**config.mk**
```make
export PLATFORM = sky130hd
export DESIGN_NAME = vga_sync_gen
export DESIGN_NICKNAME = d
export VERILOG_FILES = /design/src/rtl/vga_timing_pkg.sv /design/src/rtl/vga_axis_counter.sv /design/src/rtl/vga_sync_gen.sv
export SDC_FILE = /design/constraint.sdc
export NUM_CORES = 1
export LEC_CHECK = 0
export ABC_AREA = 1
export BUFFER_PORTS_ARGS = -buffer_cell sky130_fd_sc_hd__buf_2
export CAP_MARGIN = 20
export CORE_MARGIN = 5
export CORE_UTILIZATION = 40
export CTS_CLUSTER_SIZE = 8
export DETAILED_ROUTE_END_ITERATION = 8
export PLACE_DENSITY = 0.6
export SYNTH_ARGS = -nofsm -noshare
export SYNTH_HDL_FRONTEND = slang
export SYNTH_SLANG_ARGS = --single-unit
```
**constraint.sdc**
```tcl
create_clock -name clk -period 2.2 [get_ports clk]
set_clock_uncertainty 0.1 [all_clocks]
set_input_delay 0.44 -clock clk [delete_from_list [all_inputs] [get_ports clk]]
set_output_delay 0.44 -clock clk [all_outputs]
set_load 0.05 [all_outputs]
```
**src/rtl/vga_timing_pkg.sv**
```systemverilog
// vga_timing_pkg: default 640x480@60 raster timing and shared types for the VGA sync generator.
package vga_timing_pkg;
  localparam int DEF_H_VISIBLE = 640;
  localparam int DEF_H_FRONT   = 16;
  localparam int DEF_H_SYNC    = 96;
  localparam int DEF_H_BACK    = 48;
  localparam int DEF_V_VISIBLE = 480;
  localparam int DEF_V_FRONT   = 10;
  localparam int DEF_V_SYNC    = 2;
  localparam int DEF_V_BACK    = 33;
  localparam int DEF_H_TOTAL   = DEF_H_VISIBLE + DEF_H_FRONT + DEF_H_SYNC + DEF_H_BACK;
  localparam int DEF_V_TOTAL   = DEF_V_VISIBLE + DEF_V_FRONT + DEF_V_SYNC + DEF_V_BACK;
  localparam int DEF_CNT_W     = 10;
  typedef logic [DEF_CNT_W-1:0] coord_t;
  typedef struct packed {
    logic hsync;
    logic vsync;
    logic video_on;
  } sync_t;
endpackage

```
**src/rtl/vga_axis_counter.sv**
```systemverilog
// vga_axis_counter: one raster axis; wrapping position counter with registered visible/sync decode.
module vga_axis_counter #(
  parameter int VISIBLE = 640,
  parameter int FRONT   = 16,
  parameter int SYNC    = 96,
  parameter int BACK    = 48,
  parameter int CNT_W   = 10
) (
  input  logic             clk,
  input  logic             reset,
  input  logic             enable,
  output logic [CNT_W-1:0] count,
  output logic             wrap,
  output logic             visible,
  output logic             sync_active
);
  localparam int TOTAL = VISIBLE + FRONT + SYNC + BACK;
  localparam logic [CNT_W-1:0] LAST   = CNT_W'(TOTAL - 1);
  localparam logic [CNT_W-1:0] VIS    = CNT_W'(VISIBLE);
  localparam logic [CNT_W-1:0] S_FROM = CNT_W'(VISIBLE + FRONT);
  localparam logic [CNT_W-1:0] S_TO   = CNT_W'(VISIBLE + FRONT + SYNC);
  logic [CNT_W-1:0] nxt;
  assign wrap = count == LAST;
  assign nxt  = wrap ? '0 : count + 1'b1;
  // decode the next position so flags land on the same edge as the count
  always_ff @(posedge clk or negedge reset)
    if (!reset) begin
      count       <= LAST;
      visible     <= 1'b0;
      sync_active <= 1'b0;
    end else if (enable) begin
      count       <= nxt;
      visible     <= nxt < VIS;
      sync_active <= nxt >= S_FROM && nxt < S_TO;
    end
endmodule

```
**src/rtl/vga_sync_gen.sv**
```systemverilog
// vga_sync_gen: VGA raster timing driven by a pixel_tick enable, all in the clk domain.
module vga_sync_gen
  import vga_timing_pkg::*;
#(
  parameter int H_VISIBLE = DEF_H_VISIBLE,
  parameter int H_FRONT   = DEF_H_FRONT,
  parameter int H_SYNC    = DEF_H_SYNC,
  parameter int H_BACK    = DEF_H_BACK,
  parameter int V_VISIBLE = DEF_V_VISIBLE,
  parameter int V_FRONT   = DEF_V_FRONT,
  parameter int V_SYNC    = DEF_V_SYNC,
  parameter int V_BACK    = DEF_V_BACK,
  parameter int SYNC_POL  = 0,
  parameter int CNT_W     = DEF_CNT_W
) (
  input  logic             clk,
  input  logic             reset,
  input  logic             pixel_tick,
  output logic             hsync,
  output logic             vsync,
  output logic             video_on,
  output logic [CNT_W-1:0] pixel_x,
  output logic [CNT_W-1:0] pixel_y,
  output logic             line_start,
  output logic             frame_start
);
  localparam logic POL = SYNC_POL != 0;
  logic [1:0] rst_sync;
  logic run, adv, h_wrap, v_wrap, h_vis, v_vis, h_act, v_act;
  sync_t sync;
  // reset asserts asynchronously but only lets the raster move two clks after release
  always_ff @(posedge clk or negedge reset)
    if (!reset) rst_sync <= 2'b00;
    else rst_sync <= {rst_sync[0], 1'b1};
  assign run = rst_sync[1];
  assign adv = pixel_tick && run;
  vga_axis_counter #(
    .VISIBLE(H_VISIBLE), .FRONT(H_FRONT), .SYNC(H_SYNC), .BACK(H_BACK), .CNT_W(CNT_W)
  ) u_h (
    .clk(clk), .reset(reset), .enable(adv),
    .count(pixel_x), .wrap(h_wrap), .visible(h_vis), .sync_active(h_act)
  );
  vga_axis_counter #(
    .VISIBLE(V_VISIBLE), .FRONT(V_FRONT), .SYNC(V_SYNC), .BACK(V_BACK), .CNT_W(CNT_W)
  ) u_v (
    .clk(clk), .reset(reset), .enable(adv && h_wrap),
    .count(pixel_y), .wrap(v_wrap), .visible(v_vis), .sync_active(v_act)
  );
  always_ff @(posedge clk or negedge reset)
    if (!reset) begin
      line_start  <= 1'b0;
      frame_start <= 1'b0;
    end else begin
      line_start  <= adv && h_wrap;
      frame_start <= adv && h_wrap && v_wrap;
    end
  always_comb begin
    sync.hsync    = POL ? h_act : !h_act;
    sync.vsync    = POL ? v_act : !v_act;
    sync.video_on = h_vis && v_vis;
  end
  assign hsync    = sync.hsync;
  assign vsync    = sync.vsync;
  assign video_on = sync.video_on;
endmodule

```
Word-level counts from Yosys, hierarchy flattened
Cells that the tools add are included. W data, S select, Z words.

Bits in registers: 28. Input bits: 3. Output and inout bits: 25. Word-level logic and storage cells: 29.

$add $sub $neg: 2. Magnitude comparators: 6. Eq/ne operators: 2. Mux-type cells: 2. Reduce and logical (&&, ||, !) cells: 8.

Operators with widths (count): $add A10 B1 Y10 const B (2); $eq A10 B10 Y1 const B (2); $lt A10 B10 Y1 const B (2); $lt A10 B9 Y1 const B (2); $mux W10 (2); $ge A10 B10 Y1 const B (1); $ge A10 B9 Y1 const B (1); $logic_and A1 B1 Y1 (6); $logic_not A1 Y1 (2).

Logic depth before layout (Yosys ltp)
Gate-level depths: netlist of run 1.

Depth in word-level cells: 4. Mapped depth: 11. Gate-level depth less buffers: 11.

Cells and area by module
Synthesis of run 1 repeated with hierarchy kept, for this count alone.

Cells, all modules: 228. Area total of the unflattened synthesis: 1681.6 um^2.

By module, submodules not included: vga_axis_counter (u_v) (times used 1, cells each 110, area each 780.7 um^2, seq. area each 304.0 um^2); vga_axis_counter (u_h) (times used 1, cells each 103, area each 750.7 um^2, seq. area each 309.0 um^2); vga_sync_gen (times used 1, cells each 15, area each 150.1 um^2, seq. area each 100.1 um^2).

Worst setup path after synthesis of run 1
Ideal clock, no wire load.

Path type: reg2reg. Start: register u_h.count[1]. End: register u_v.sync_active. Library setup time: 0.117 ns. Arrival time: 1.669 ns. Data required time: 1.983 ns. Setup slack: 0.314 ns. Cell stages (with the launch flop): 10. Cells stage by stage: dfstp_2 > ha_1 > nand3_2 > nor2_2 > nand2_2 > nor2_4 > buf_6 > inv_4 > nand2_1 > nand2_1.

Cells in the longest elaborated chain, start to end: 2.

RTL lines: from (decl) (RTL line vga_axis_counter.sv:12) `output logic [CNT_W-1:0] count,`; from (signal assigned) (RTL line vga_axis_counter.sv:32) `count <= nxt;`; $eq A10 B10 Y1 (RTL line vga_axis_counter.sv:23) `assign wrap = count == LAST;`; $logic_and A1 B1 Y1 (RTL line vga_sync_gen.sv:46) `.clk(clk), .reset(reset), .enable(adv && h_wrap),`; to (signal assigned) (RTL line vga_axis_counter.sv:34) `sync_active <= nxt >= S_FROM && nxt < S_TO;`; to (decl) (RTL line vga_axis_counter.sv:15) `output logic sync_active`.

Every way passes these cells. A chain may end at the register's enable or synchronous reset.

Worst setup path after layout of run 1
Same ends and word-level chain as after synthesis.

==> results of run 1 <==
registers in the layout, indices dropped and copies added (netlist names):
name	count
line_start	1
u_h.sync_active	1
u_h.count	10
frame_start	1
u_v.visible	1
rst_sync	2
u_h.visible	1
u_v.sync_active	1
u_v.count	10
cell families after synthesis:
group           share of synthesized area, %
simple gates                            36.8
buf+inv                                 8.77
flops                                   43.1
compound gates                          6.50
fa+ha+maj                               3.02
xor+xnor                                1.59
other cells                            0.227
power breakdown:
| part | leakage [nW] | switching [W] | internal, W | total (W) |
|---|---|---|---|---|
| sequential | 0.310 | 0.0000674 | 0.000602 | 0.000670 |
| combinational | 0.630 | 0.000301 | 0.0000977 | 0.000398 |
| clock | 0.0288 | 0.000163 | 0.000160 | 0.000323 |
per-layer routing:
metal  GRT usage (%)  up-vias  share of wire, %
met3            2.43        8               3.6
met5               0        -                 0
met4            6.13        0               2.6
met1            19.1      656                49
met2            22.9       23                45
li1                -      767                 -
worst paths after layout:
check / from / to / slack [ns] / cells past startpoint
min in group clk: rst_sync[0] / rst_sync[1] / 0.26 / 0
max in group asynchronous: reset / u_v.count[8] / 1.50 / 1
min: reset / u_v.count[1] / 0.07 / 1
max: u_h.count[1] / u_v.sync_active / 0.34 / 9
min reg2reg: rst_sync[0] / rst_sync[1] / 0.26 / 0
max reg2reg: u_h.count[1] / u_v.sync_active / 0.34 / 9
layout make-up:
class,count,share of cell area [%]
well taps,50,3.30
inverters,29,5.87
multi-input cells,166,42.0
flip-flops and latches,28,37.6
clock buffers,4,2.90
repair buffers,30,8.31
synthesized netlist by cell type:
master    instances  area share, %
clkbuf_1          1           0.23
inv_4             1           0.38
nor2_2            6            2.3
buf_4             1           0.45
conb_1            1           0.23
nand3_1          26            7.9
nand3_2           2            1.2
xor2_1            1           0.53
buf_6             2            1.4
xnor2_1           2            1.1
dfrtp_1          18             27
nor2_1           18            4.1
clkinv_1          2           0.45
inv_2             2           0.45
o21ai_2           2            1.1
o21ai_0          13            3.9
nand2_1          78             18
o21ai_1           2           0.60
o21a_1            2           0.91
nor2_4            1           0.68
nand2_2           4            1.5
inv_1            24            5.4
nand4_1           4            1.5
ha_1              4            3.0
dfstp_2          10             16
through the flow:
step | cells | total power (W) | setup slack, ns | util (%) | hold slack (ns)
after detailed placement | 303 | 0.00108 | 0.323 | 46.0 | 0.235
after floorplan | 227 | 0.000982 | 0.314 | - | 0.0444
after global routing | 307 | 0.00148 | 0.177 | 47.4 | 0.120
after global placement | 303 | 0.00108 | 0.377 | 46.0 | 0.233
after CTS | 307 | 0.00141 | 0.311 | 47.4 | 0.101
final | 307 | 0.00139 | 0.338 | 47.4 | 0.0750
worst register-to-register path, delay by kind of cell, from the launching register on:
| family | cells | cell delay, ns |
|---|---|---|
| buffers and inverters | 2 | 0.25 |
| adders and majority gates | 1 | 0.19 |
| DFF | 1 | 0.58 |
| and+or+nand+nor | 6 | 0.64 |
==> flow_metrics.tcl, run 1 <==
set metrics [dict create \
    timing.critical_path.cells "ha_1, nand3_2, nor2_2, nand2_2, nor2_4, buf_4, inv_4, nand2_1, nand2_1" \
    slowest_library_cell_on_the_worst_path "dfstp_2" \
    cts-root-to-sink-buffers 2 \
    largest_stage_delay_on_the_critical_path_ns 0.58 \
    antenna_violations_before_repair 0 \
    hold_viol_final 0 \
    clk_root_buffer_cell "clkbuf_8" \
    area_growth_pct 14.6 \
    cts.sink_count 28 \
    floorplan.core_area_um2 4000 \
    cts_buffers 3 \
    hold_buffers 0 \
    max_cap_violations 0 \
    wire_per_inst_um 11.7 \
    post_dp_cell_area_um2 1840 \
    postSynthAreaPerCell_um2 7.29 \
    route.detailed.vias_per_inst 4.74 \
    synth.cell_area_um2 1660 \
    buffer_ports.inserted 27 \
    dieHeight_um 74.3 \
    max_slew.worst_pin.slew_ns 0.647 \
    layout.area.seq_um2 713 \
    number_of_global_route_vias_before_repair 1350 \
    boundaryPins 28 \
    crit_family "simple AND/OR/NAND/NOR gates" \
    worst_ep_required_time_ns 2.27 \
    clkSlewWorstSetupHoldPaths_ns 0.10 \
    power.leakage_nw 0.969 \
    result_of_the_run "finished clean" \
    clk-insertion-delay-late_ns 0.27 \
    critical_path_source_type "flip-flop" \
    post-dp-hpwl_um 2780 \
    setup_viol_count_final 0 \
    chipWidth_um 74.3 \
    cp_num_buf_inv 2 \
    route.vias.total 1454 \
    drt.antenna.violating_nets 0 \
    powerDensity_nw_per_um2 733 \
    unrepaired_setup_endpoints_after_global_routing "false" \
    detail_route.first_pass.iterations 4 \
    cells_after_synth 227 \
    h-tree-depth 1 \
    timing_max_transition_violations_final 0 \
    type_of_the_most_critical_hold_path "primary input to async pin" \
    critPathArrivalTime_ns 1.94 \
    post_route_cells_drive_above_1_share_pct 24.1 \
    drc 0 \
    wirelength_um 3590 \
    cts_tree "yes" \
    number_of_nets_produced_by_synthesis 234 \
    critical_path_fanouts_max 10 \
    stdcell_area_um2 1900 \
    sequential_cell_area_fraction_in_the_yosys_report_pct 43.1 \
    worst_path_most_repeated_cell "nand2_1" \
    cp_class "flip-flop to flip-flop" \
    netlist-cell-type-count 25 \
    worst_ir_drop_vdd_mv 0.234 \
    grt_start_max_net_pins 29 \
    slew-limit-headroom_pct 56.9 \
    floorplan.rows 23 \
    totalNegativeSetupSlack_ns 0 \
    drt_iter0_drc 86 \
    most-common-layout-cells "78 x nand2_1, 27 x buf_2, 26 x nand3_1, 24 x inv_1" \
    ys_ff_latch 28 \
    min_period_over_period_pct 84.7 \
    cp-end-kind "flip-flop" \
    final_net_count 265 \
    final_common_cell "nand2_1" \
    wire_length_of_the_first_global_routing_pass_um 6120 \
    track_usage_pct 14.3 \
    max_freq_ghz 0.537 \
    yosysWarnings 0 \
    num_antenna_cells 0 \
    post_cts_buffers 0 \
    multi_input_comb_area_um2 797 \
    floorplan.die_area_um2 5520 \
    fillerInstances 426 \
    gpl.final_weighted_congestion 0.821 \
    total_global_routing_overflow 0 \
    cts_repair_resize_count 0 \
    initial_core_util_pct 41.4 \
    final.min_clock_period_ns 1.86 \
]
Note: power is estimated with default switching activity, not from simulation.
==> run 2: changes to the inputs <==
Settings changed: PLACE_DENSITY 0.6 to 0.62.
Clock period 2.2 ns to 1.6 ns, I/O delays scaled along.
==> run 2 against run 1 <==
Against the previous run:
- the run now ends with negative setup slack left
- power rose by 69%
- final cell count rose by 13%
- design area rose by 28%
- clock power rose by 39%
- die area did not move
- sequential share of layout area fell by 7.6 points
- sequential power rose by 42%
- count of clock-buffer cells in the layout did not move
- critical path depth did not move
- global-route usage rose by 1.3 points
- first-iteration DRC count fell by 21%
- setup slack got worse by 0.49 ns
- critical path type unchanged
==> flow_metrics.tcl, run 2 (synthesis results as in run 1) <==
set metrics [dict create \
    clkPwrFrac_pct 19.1 \
    drt.antenna.violating_nets 0 \
    unrepaired_setup_endpoints_after_global_routing "true" \
    wire_length_of_the_first_global_routing_pass_um 6620 \
    wirelength_um 4050 \
    h-tree-depth 1 \
    cp_class "flip-flop to flip-flop" \
    num_antenna_cells 0 \
    final_cell_count_no_fill 346 \
    worst_ir_drop_vdd_mv 0.472 \
    final_core_util_pct 60.5 \
    total_global_routing_overflow 0 \
    final_net_count 304 \
    setup_viol_count_final 22 \
    clkSlewWorstSetupHoldPaths_ns 0.10 \
    cts-root-to-sink-buffers 2 \
    gpl.final_weighted_congestion 0.821 \
    final.min_clock_period_ns 1.75 \
    clk_root_buffer_cell "clkbuf_8" \
    internal_power_w 0.00148 \
    met2_capacity_usage_during_global_routing_pct 23.1 \
    route.vias.total 1648 \
    type_of_the_most_critical_hold_path "flip-flop to flip-flop" \
    grt_busiest_layer "met1" \
    most-common-layout-cells "70 x nand2_1, 36 x buf_4, 23 x inv_1, 20 x nand3_1, 19 x buf_2" \
    numPlacedInstances 328 \
    power.switching_fraction_pct 37.1 \
    violations "negative setup slack" \
    result_of_the_run "finished, violations left" \
    drt_iter0_drc 68 \
    worst_hold_path.num_cells 0 \
    drc 0 \
    cts.sink_count 28 \
    worst_min_delay_path_endpoint "rst_sync[1]" \
    power.leakage_nw 1.21 \
    min_period_over_period_pct 109 \
    buffer_ports.inserted 27 \
    critical_path_source_type "flip-flop" \
    final_common_cell "nand2_1" \
    powerDensity_nw_per_um2 974 \
    met3_usage_pct 2.03 \
    chipWidth_um 74.3 \
    final_critical_path_setup_slack_ns -0.148 \
    floorplan.core_area_um2 4000 \
    cp-end-kind "flip-flop" \
    number_of_global_route_vias_before_repair 1460 \
    worst_ep_required_time_ns 1.68 \
    area_growth_pct 46.2 \
    critPathArrivalTime_ns 1.83 \
    sequential_group_share_of_total_power_pct 40.3 \
    r2r_end "u_v.sync_active" \
    post_route_cells_drive_above_1_share_pct 40.9 \
    timing.hold.ws_ns 0.257 \
    critical_path_fanouts_max 7 \
    floorplan.rows 23 \
    antenna_violations_before_repair 0 \
    track_usage_pct 15.7 \
    boundaryPins 28 \
    grt_start_max_net_pins 17 \
    detail_route.first_pass.iterations 4 \
    max_cap_violations 0 \
    worst_reg2reg_startpoint "u_h.count[0]" \
    timing.hold.worst.start "rst_sync[0]" \
    initial_core_util_pct 41.4 \
    floorplan.die_area_um2 5520 \
    worst-r2r-cell-count 9 \
    cts_tree "yes" \
    regToRegSetupSlack_ns -0.15 \
    wire_per_inst_um 11.7 \
    biggestRegsByFlops "u_h.count x10, u_v.count x10, rst_sync x2" \
    timing_max_transition_violations_final 0 \
    comb_pwr_share_pct 40.6 \
    net-switching-power_w 0.000873 \
    dieHeight_um 74.3 \
    post-dp-hpwl_um 2850 \
    route.detailed.vias_per_inst 4.76 \
    max_freq_ghz 0.572 \
    hold_viol_final 0 \
    groute.layer.met1.usage_pct 23.1 \
    cts_buffers 3 \
    clk-insertion-delay-late_ns 0.28 \
]
-- run 2: cell count changes in the layout (fill, tap and decap cells not counted), moves of 6 or more --
cell | previous run | this run
nand3_1 | 26 | 20
nand2_1 | 78 | 70
o21ai_0 | 13 | 3
buf_6 | 0 | 7
buf_4 | 3 | 36
nand2_2 | 4 | 10
o21ai_1 | 2 | 9
buf_2 | 27 | 19
-- run 2: what timing repair did --
| item | in CTS | in global routing |
|---|---|---|
| hold endpoints to repair | 7 | 0 |
| setup endpoints to repair | 27 | 30 |
| pin swaps | 2 | 5 |
| resized for setup | 26 | 25 |
| buffers inserted | 6 | 7 |
| hold buffers | 1 | 0 |
| cloned | 0 | 0 |
-- run 2: layout make-up --
type | count | area (µm²)
inverters | 29 | 114
repair buffers | 69 | 542
well taps | 50 | 62.6
flip-flops and latches | 28 | 726
multi-input cells | 166 | 921
clock buffers | 4 | 55.1
fillers | 354 | 1580
-- run 2: worst max path at each step --
| stage | cells after the start | end | start | slack, ns |
|---|---|---|---|---|
| 2_1_floorplan | 9 | u_v.sync_active | u_h.count[0] | -0.20 |
| 3_3_place_gp | 9 | u_v.visible | u_h.count[0] | -0.11 |
| 3_5_place_dp | 9 | u_v.sync_active | u_h.count[0] | -0.15 |
| 4_1_cts | 9 | u_v.sync_active | u_h.count[0] | -0.15 |
| 5_1_grt | 8 | u_v.count[0] | u_h.count[0] | -0.25 |
| 6_report | 9 | u_v.sync_active | u_h.count[0] | -0.15 |
-- run 2: layer usage --
metal  routed length (µm)  vias to the layer above
met5                    0                        -
met4                   59                        0
met3                  171                        5
met2                 1880                       35
met1                 1940                      757
li1                     -                      851
-- run 2: worst max-delay path, cell delays in order, from the launching register on --
cell and delay, ns:
dfstp_4 0.64, ha_4 0.14, nand3_4 0.09, nor2_4 0.12
nand2_4 0.07, nor2_4 0.18, buf_6 0.16, inv_6 0.05
nand2_2 0.04, nand2_1 0.05
-- run 2: per-stage QoR --
| stage | setup WS (ns) | TNS [ns] | power [W] | cell area, µm² |
|---|---|---|---|---|
| 2_1_floorplan | -0.196 | -2.02 | 0.00140 | 1700 |
| 3_5_place_dp | -0.146 | -1.64 | 0.00164 | 2090 |
| 5_1_grt | -0.250 | -3.95 | 0.00249 | 2420 |
| 6_report | -0.148 | -1.89 | 0.00236 | 2420 |
| 3_3_place_gp | -0.111 | -1.18 | 0.00164 | 2090 |
| 4_1_cts | -0.154 | -2.02 | 0.00229 | 2290 |
-- run 2: power by group through the flow --
stage,clock (W),sequential [W],combinational (W)
2_1_floorplan,0,0.00120,0.000208
3_3_place_gp,0,0.000955,0.000680
3_5_place_dp,0,0.000959,0.000684
4_1_cts,0.000468,0.000949,0.000873
5_1_grt,0.000494,0.000964,0.00103
6_report,0.000450,0.000950,0.000957
==> run 3: changes to the inputs <==
Settings changed: PLACE_DENSITY 0.62 to 0.6.
Clock period 1.6 ns to 1.9 ns, I/O delays scaled along.
==> run 3 against run 2 <==
Against the previous run:
- the flow finishes with violations (negative hold slack)
- fmax fell by 1.6%
- count of clock-buffer cells in the layout did not move
- register-to-register slack improved by 0.27 ns
- power fell by 33%
- critical path type unchanged
==> flow_metrics.tcl, run 3 (synthesis results as in run 1) <==
set metrics [dict create \
    result_of_the_run "finished, violations left" \
    violations "negative hold slack" \
    worst_ir_drop_vdd_mv 0.247 \
    clkSlewWorstSetupHoldPaths_ns 0.10 \
    biggestRegsByFlops "u_h.count x10, u_v.count x10, rst_sync x2" \
    cts-root-to-sink-buffers 2 \
    final_common_cell "nand2_1" \
    grt_start_max_net_pins 29 \
    setup_viol_count_final 0 \
    route.detailed.vias_per_inst 4.66 \
    route.vias.total 1450 \
    clk_root_buffer_cell "clkbuf_8" \
    drt_iter0_drc 52 \
    timing_max_transition_violations_final 0 \
    post_route_cells_drive_above_1_share_pct 24.9 \
    floorplan.die_area_um2 5520 \
    detail_route.first_pass.iterations 4 \
    track_usage_pct 13.9 \
    wire_length_of_the_first_global_routing_pass_um 5890 \
    critPathArrivalTime_ns 1.90 \
    total_global_routing_overflow 0 \
    buffer_ports.inserted 27 \
    met3_usage_pct 2.97 \
    num_antenna_cells 0 \
    final_cell_count_no_fill 311 \
    min_period_over_period_pct 93.6 \
    pre_cts_slack_ns 0.0968 \
    wire_per_inst_um 11.4 \
    cp-end-kind "flip-flop" \
    crit_family "simple AND/OR/NAND/NOR gates" \
    cts.sink_count 28 \
    cp_num_buf_inv 2 \
    worst_path_most_repeated_cell "nand2_1" \
    slowest_library_cell_on_the_worst_path "dfstp_2" \
    gpl.final_weighted_congestion 0.825 \
    powerDensity_nw_per_um2 822 \
    floorplan.core_area_um2 4000 \
    max_slew.worst_pin.slew_ns 0.612 \
    h-tree-depth 1 \
    hold_viol_final 1 \
    groute.layer.met1.usage_pct 18.3 \
    area_growth_pct 16.0 \
    number_of_global_route_vias_before_repair 1315 \
    final_critical_path_setup_slack_ns 0.122 \
    met2_capacity_usage_during_global_routing_pct 22.2 \
    power.leakage_nw 0.984 \
    power.switching_fraction_pct 39.1 \
    drt.antenna.violating_nets 0 \
    hold_buffers 0 \
    floorplan.rows 23 \
    chipWidth_um 74.3 \
    clkPwrFrac_pct 21.6 \
    final.min_clock_period_ns 1.78 \
    critical_path_fanouts_max 7 \
    max_freq_ghz 0.563 \
    cts_tree "yes" \
    dieHeight_um 74.3 \
    post-dp-hpwl_um 2710 \
    largest_stage_delay_on_the_critical_path_ns 0.58 \
    cp_class "flip-flop to flip-flop" \
    type_of_the_most_critical_hold_path "primary input to async pin" \
    worst_ep_required_time_ns 2.02 \
    final_net_count 269 \
    wirelength_um 3540 \
    boundaryPins 28 \
    drc 0 \
    initial_core_util_pct 41.4 \
    comb_pwr_share_pct 29.1 \
    antenna_violations_before_repair 0 \
    timing.critical_path.cells "ha_1, nand3_2, nor2_2, nand2_2, nor2_4, buf_4, nand2_1, clkinv_1, nand2_1, nand2_1" \
    net-switching-power_w 0.000617 \
    numPlacedInstances 304 \
    slew-limit-headroom_pct 59.2 \
    clk-insertion-delay-late_ns 0.27 \
    sequential_group_share_of_total_power_pct 49.3 \
    max_cap_violations 0 \
    internal_power_w 0.000962 \
    timing.hold.ws_ns -0.000311 \
    critical_path_source_type "flip-flop" \
    grt_busiest_layer "met2" \
    cts_buffers 3 \
    most-common-layout-cells "78 x nand2_1, 27 x buf_2, 26 x nand3_1, 24 x inv_1" \
]
-- run 3: final timing paths --
check                              from           end  slack, ns  depth (start not counted)
setup / recovery           u_h.count[0]   u_v.visible       0.12                         10
setup reg to reg           u_h.count[0]   u_v.visible       0.12                         10
min in group clk            rst_sync[0]   rst_sync[1]       0.26                          0
hold / removal                    reset  u_v.count[0]    -0.0003                          1
max in group asynchronous         reset   u_h.visible       1.30                          1
hold reg to reg             rst_sync[0]   rst_sync[1]       0.26                          0
-- run 3: per-layer routing --
layer | wire [µm] | up-vias
li1 | - | 777
met1 | 1700 | 648
met2 | 1630 | 18
met3 | 147 | 7
met4 | 64 | 0
met5 | 0 | -
-- run 3: repair_timing --
item	CTS	global route
hold endpoints to repair	0	0
setup buffers	0	3
setup endpoints to repair	0	7
resized for setup	0	1
-- run 3: worst reg2reg max path: stages (launching register included) --
cell	delay (ns)
dfstp_2	0.58
ha_1	0.19
nand3_2	0.10
nor2_2	0.13
nand2_2	0.09
nor2_4	0.20
buf_4	0.14
nand2_1	0.06
clkinv_1	0.05
nand2_1	0.04
nand2_1	0.05
-- run 3: final cells by class --
cell class	count	area (µm²)
Timing Repair Buffer	34	191
Inverter	29	111
Multi-Input combinational cell	166	797
Fill cell	419	2080
Tap cell	50	62.6
Sequential cell	28	713
Clock buffer	4	45.0
-- run 3: stage by stage --
step / utilization (%) / instance area, µm² / TNS (ns) / power, W
3_3_place_gp: 46.2 / 1850 / 0 / 0.00125
5_1_grt: 48.0 / 1920 / -0.0115 / 0.00166
3_5_place_dp: 46.2 / 1850 / 0 / 0.00126
6_report: 48.0 / 1920 / 0 / 0.00158
2_1_floorplan: - / 1660 / 0 / 0.00114
4_1_cts: 47.4 / 1890 / 0 / 0.00159
-- run 3: power by group through the flow --
stage                     combinational (W)  clock (W)  sequential [W]
after detailed placement           0.000464          0        0.000791
after global routing               0.000503   0.000370        0.000791
after global placement             0.000460          0        0.000790
after CTS                          0.000467   0.000346        0.000780
final                              0.000459   0.000341        0.000778
after floorplan                    0.000162          0        0.000975
